[src/rtl/param_shift_reg.sv]
// param_shift_reg: DEPTH-stage x WIDTH-bit universal shift register with a
// saturating fill counter. Modes: hold, shift-up, shift-down, parallel load.
// Stage i of par_in/par_out lives at bits [i*WIDTH +: WIDTH].
// Optional build macro SHIFT_REG_ROTATE_EN: when defined, rot=1 turns shifts
// into rotations; when undefined, rot is accepted and ignored.
module param_shift_reg #(
  parameter int WIDTH = 8,
  parameter int DEPTH = 4,
  localparam int FW = $clog2(DEPTH + 1)
) (
  input  logic                   clk,
  input  logic                   rst_n,
  input  logic                   en,
  input  logic [1:0]             mode,
  input  logic                   rot,
  input  logic [WIDTH-1:0]       sin_lo,
  input  logic [WIDTH-1:0]       sin_hi,
  input  logic [DEPTH*WIDTH-1:0] par_in,
  output logic [DEPTH*WIDTH-1:0] par_out,
  output logic [WIDTH-1:0]       sout_lo,
  output logic [WIDTH-1:0]       sout_hi,
  output logic [FW-1:0]          fill,
  output logic                   full
);

  localparam logic [1:0] MODE_HOLD = 2'b00;
  localparam logic [1:0] MODE_UP   = 2'b01;
  localparam logic [1:0] MODE_DOWN = 2'b10;
  localparam logic [1:0] MODE_LOAD = 2'b11;

  localparam logic [FW-1:0] FILL_MAX = FW'(DEPTH);

  logic [WIDTH-1:0] r_stage [DEPTH];
  logic [FW-1:0]    r_fill;

  logic [WIDTH-1:0] w_next_stage [DEPTH];
  logic [FW-1:0]    w_next_fill;
  logic [FW-1:0]    w_fill_inc;
  logic [WIDTH-1:0] w_up_in;
  logic [WIDTH-1:0] w_down_in;

  // Fill advances by one per shift and saturates at DEPTH.
  assign w_fill_inc = (r_fill == FILL_MAX) ? r_fill : r_fill + FW'(1);

`ifdef SHIFT_REG_ROTATE_EN
  // Word entering each end: the serial input, or the word leaving the other end when rotating.
  assign w_up_in   = rot ? r_stage[DEPTH-1] : sin_lo;
  assign w_down_in = rot ? r_stage[0]       : sin_hi;
`else
  logic w_unused_rot;
  assign w_unused_rot = rot;
  assign w_up_in      = sin_lo;
  assign w_down_in    = sin_hi;
`endif

  // Next-state selection for the stage array and the fill counter.
  always_comb begin
    // NOTE: every target gets a default first so no path through the case leaves it unassigned and infers a latch.
    w_next_stage = r_stage;
    w_next_fill  = r_fill;
    // en is tested first, so an X on mode while disabled cannot reach the state.
    if (en) begin
      case (mode)
        MODE_UP: begin
          for (int i = 1; i < DEPTH; i++) w_next_stage[i] = r_stage[i-1];
          w_next_stage[0] = w_up_in;
          w_next_fill     = w_fill_inc;
        end
        MODE_DOWN: begin
          for (int i = 0; i < DEPTH - 1; i++) w_next_stage[i] = r_stage[i+1];
          w_next_stage[DEPTH-1] = w_down_in;
          w_next_fill           = w_fill_inc;
        end
        MODE_LOAD: begin
          for (int i = 0; i < DEPTH; i++) w_next_stage[i] = par_in[i*WIDTH +: WIDTH];
          w_next_fill = FILL_MAX;
        end
        MODE_HOLD: ;
        default: ;
      endcase
    end
  end

  // State registers with synchronous active-low reset taking priority over all modes.
  always_ff @(posedge clk) begin
    if (!rst_n) begin
      // NOTE: the stage array is cleared on reset because par_out/sout_* must read 0 afterwards; it is register storage, not a RAM.
      r_stage <= '{default: '0};
      r_fill  <= '0;
    end else begin
      // NOTE: non-blocking assignments so every stage samples the pre-edge contents of its neighbour.
      r_stage <= w_next_stage;
      r_fill  <= w_next_fill;
    end
  end

  // Outputs come straight from registers (full from a register compare).
  genvar g;
  generate
    for (g = 0; g < DEPTH; g++) begin : g_pack
      assign par_out[g*WIDTH +: WIDTH] = r_stage[g];
    end
  endgenerate

  assign sout_lo = r_stage[0];
  assign sout_hi = r_stage[DEPTH-1];
  assign fill    = r_fill;
  assign full    = (r_fill == FILL_MAX);

endmodule

[config.mk]
export PLATFORM = sky130hd
export DESIGN_NAME = param_shift_reg
export DESIGN_NICKNAME = d
export VERILOG_FILES = /design/src/rtl/param_shift_reg.sv
export SDC_FILE = /design/constraint.sdc
export NUM_CORES = 1
export LEC_CHECK = 0
export ABC_CLOCK_PERIOD_IN_PS = 1450
export CAP_MARGIN = 10
export CORE_MARGIN = 5
export CORE_UTILIZATION = 35
export CTS_CLUSTER_DIAMETER = 120
export DETAILED_ROUTE_END_ITERATION = 10
export HOLD_SLACK_MARGIN = 0.02
export PLACE_DENSITY_LB_ADDON = 0.15
export SYNTH_ARGS = -nofsm -noshare
export SYNTH_HDL_FRONTEND = slang
export SYNTH_SLANG_ARGS = --single-unit
[constraint.sdc]
create_clock -name clk -period 1.45 [get_ports clk]
set_input_delay 0.145 -clock clk [delete_from_list [all_inputs] [get_ports clk]]
set_output_delay 0.145 -clock clk [all_outputs]
set_load 0.02 [all_outputs]
== After elaboration in Yosys (flattened, before gate mapping) ==
Index checks and enable logic that the tools add are counted.
Storage, ports and cells
  memories: 0
  bits in latches: 0
  output and inout port bits: 52
  bits in read-only memories: 0
  flip-flop bits (word level): 35
  memory bits (writable): 0
Cells by class
  divide/modulo/power cells: 0
  equality and inequality tests: 5
  shift-type cells: 0
  bitwise logic cells: 0
  $lt $le $gt $ge: 0
  reductions and logical operators: 5
  add/subtract/negate cells: 1
  mux-type cells: 3
  $mul: 0
Operator list (count)
  32-bit case mux with 3 select lines: 1
  3-bit case mux with 2 select lines: 1
  2-bit == test (second input constant): 2
  3-bit by 1-bit adder with 3-bit output (second input constant): 1
  3-bit == test (second input constant): 1
  3-bit two-way mux: 1
  3-bit AND reduction: 1
  3-bit nonzero test: 1
  2-bit by 1-bit == test with 1-bit output (second input constant): 1
  2-bit inequality test (second input constant): 1
  2-bit AND reduction: 1
  2-bit nonzero test: 1
  2-bit OR reduction: 1

== Longest topological paths before layout ==
  word-level depth: 4
  mapped depth: 7
  depth with buffers taken out: 5

== Worst setup path after synthesis ==
No wires, ideal clock.
  path kind: reg2reg
  start: register r_fill[0], in the netlist fill[0]
  end: register r_fill[2], in the netlist fill[2]
  buffers on the path: 0
  arrival time: 1484 ps
  stages on the path, launching flop included: 6
  slack: -150 ps
  path through: dfxtp_1 -> inv_1 -> ha_1 -> and3_1 -> or4_1 -> o211a_1
On the way
  cells in the longest elaborated chain, start to end: 3
  elaborated cells between the ends (all ways): 6
  classes of those cells: add/sub (1); eq/ne (2); mux (2); reduce/logical (1)
Ends and longest elaborated chain
  start: declaration: line 34  | logic [FW-1:0] r_fill;
  start signal: assignment: line 93  | r_fill <= w_next_fill;
  3-bit by 1-bit adder with 3-bit output / 3-bit == test (equally long branches): line 43  | assign w_fill_inc = (r_fill == FILL_MAX) ? r_fill : r_fill + FW'(1);
  3-bit two-way mux / 2-bit inequality test (equally long branches)
  3-bit case mux with 2 select lines / 3-bit AND reduction (equally long branches)
Several ways; a longest one is shown, not always the timed one. The select of a mux whose other input is x is not followed.
A chain may end at the register's enable or synchronous reset.

== Final worst setup path ==
  start: register r_stage, in the netlist sout_lo[4]
  end: output sout_lo[4]
RTL lines
  start: declaration: line 33  | logic [WIDTH-1:0] r_stage [DEPTH];
  start signal: assignment: line 92  | r_stage <= w_next_stage;
  end: declaration: line 20  | output logic [WIDTH-1:0] sout_lo,
No word-level cell between the ends.

==> run metrics <==
vias per cell=5.444; crit path max-delay cell type=clkdlybuf4s50_1; WS Path Type=reg2out; clock transition at the registers of the reported paths=roughly 0.070 ns; worst min-delay path class=in2reg; actual slew at the worst max-slew pin=0.3133 ns; # rows=27; Max Cap Viol=0; Die Height=between 80 and 90 microns; I/O Buffers=~100; worst-skew pair later-pin latency=around 0.29 ns; critical-path cell list=clkdlybuf4s50_1; syn_nets=289; Total Wirelength=roughly 7 mm; Critical Path AT=between 1 and 1.5 ns; Iteration-0 DRC Markers=about 110; DP HPWL=4.269 mm; share of cells above drive strength 1=0.1875; Final period util=0.9752; type of origin of the critical path=flop; maximum clock insertion buffer count=2; Seq cells post-synth=35; fin util=0.6152; GRT Total Usage=0.1860; area grow syn2layout=70.78%; Mapped Cells=229; DRC=0; vias in the first global route=2075; Hold Vio Cnt, Final=0; P_leak=1.610 nW; DR vias=2134; Post-Syn Area=about 2000 sq um; unrepaired setup endpoints after global routing=true; DRT antenna net count=0; initial antenna violation count=0; most frequent cells in the layout=52 x clkdlybuf4s50_1, 34 x o21ai_0, 33 x dfxtp_1; Antenna Cells=0; nets=379; min Tclk post-route=1.414 ns; register area share after synthesis=0.3511; final instance area=roughly 3400 sq um; Avg Cell Area, Syn=8.715 sq um; Die Wd=85.51 microns; Largest delay share family, worst path=buffers and inverters; crit path max fanout=4; fin. max-slew vios=0; Setup violations, final=0; Initial Utilization=0.3602; CP required=1.31 ns; I/O pin cnt=106; worst vdd ir=0.4734 mV; clk sink count=35; Pre-Repair DR Iteration Count=5; crit-path max cell delay=0.62 ns; total CTS buffers=5; first-pass GRT wire length=roughly 11 mm; Buf+Inv Stages, Crit Path=1; core area=5540 sq um; number of library cell types mapped by synthesis=22; grt ovf=0; setup slack after layout=0.03594 ns; achievable frequency=707.2 MHz; per-cell routed wire length=17.84 microns; clk root buf=clkbuf_8; commonest non-fill, non-tap cell in the layout=clkdlybuf4s50_1; Slew headroom=0.7907; total die area=around 7300 sq um; H-tree levels=2; CTS tree=yes; Critical Path End Type=output port; final total power=approximately 0.0027 W; area post-placement=3057 sq um; pre-CTS setup slack=-0.4927 ns; Yosys warning count=0; largest net degree at the start of global routing=36; hold buffer count at cts=0; status=finished clean; GPL Wtd Cong=between 0.7 and 0.8; Final Skew=0.001330 ns; power per cell area=a little under 800 nW/um^2
==> worst paths after layout <==
kind | slack [ns] | end | depth (start not counted) | start
max | 0.04 | sout_lo[4] | 1 | sout_lo[4]
min | 0.50 | fill[0] | 5 | mode[1]
max reg2reg | 0.05 | fill[1] | 5 | fill[0]
min reg2reg | 0.57 | par_out[15] | 2 | par_out[15]
==> final cells by class <==
class	count	area [sq um]
Tap cell	72	90.09
Sequential cell	35	708.2
Clock inverter	1	5.005
Fill cell	513	2132
Timing Repair Buffer	120	1245
Clock buffer	7	76.32
Inverter	4	15.01
Multi-Input combinational cell	153	1269
==> state kept, by name, indices dropped and copies added, names as in the netlist <==
register and count:
sout_hi 8, sout_lo 8, par_out 16, fill 3
==> synth_stat cells <==
| master | number | share of area |
|---|---|---|
| and2_1 | 1 | 0.0031 |
| o211a_1 | 1 | 0.0050 |
| and3_1 | 1 | 0.0031 |
| nand2_1 | 1 | 0.0019 |
| buf_6 | 4 | 0.023 |
| buf_4 | 16 | 0.060 |
| or4b_1 | 1 | 0.0050 |
| buf_2 | 8 | 0.020 |
| a21oi_1 | 32 | 0.080 |
| clkbuf_1 | 12 | 0.023 |
| nor2b_1 | 1 | 0.0031 |
| a221oi_1 | 32 | 0.14 |
| or4_1 | 2 | 0.0075 |
| o21ai_2 | 1 | 0.0044 |
| nor3b_1 | 32 | 0.12 |
| o21a_4 | 1 | 0.0075 |
| a21boi_1 | 2 | 0.0075 |
| inv_1 | 4 | 0.0075 |
| o21ai_0 | 34 | 0.085 |
| dfxtp_1 | 35 | 0.35 |
| nor2_1 | 2 | 0.0038 |
| ha_1 | 6 | 0.038 |
==> layer usage <==
layer / track usage / wire length [microns]
met5: 0 / 0
met4: 0.03885 / 35
met3: 0.04419 / 491
met2: 0.2867 / 3161
met1: 0.2640 / 3305
==> power by group <==
| part | switching, W | internal (W) | total (W) | leakage (nW) |
|---|---|---|---|---|
| combinational | 0.000432 | 0.000457 | 0.000888 | 1.28 |
| sequential | 0.0000762 | 0.00103 | 0.00111 | 0.290 |
| clock | 0.000365 | 0.000338 | 0.000702 | 0.0422 |
| total | 0.000873 | 0.00183 | 0.00270 | 1.61 |
==> metrics by stage <==
stage                     hold slack [ns]  TNS (ns)  instances
final                              0.4956         0        392
after global routing               0.5153  -0.03687        392
after CTS                          0.5359         0        392
after detailed placement           0.5597    -14.93        379
after global placement             0.5526    -14.07        379
after floorplan                    0.2834         0        229
==> what timing repair did <==
item	4_1_cts	5_1_grt
setup buffers	1	0
pin swaps	1	1
gates resized for setup	66	24
gates cloned	4	0
setup endpoints to repair	56	24
==> cell families (layout without fill, tap and decap cells) <==
logic type	after synthesis	after routing	synth area share
AOI/OAI and AO/OA	103	106	0.3304
adders and majority gates	6	6	0.03762
buffers and inverters	44	132	0.1329
DFF	35	35	0.3511
and+or+nand+nor	41	41	0.1480
(Power assumes the default switching activity.)
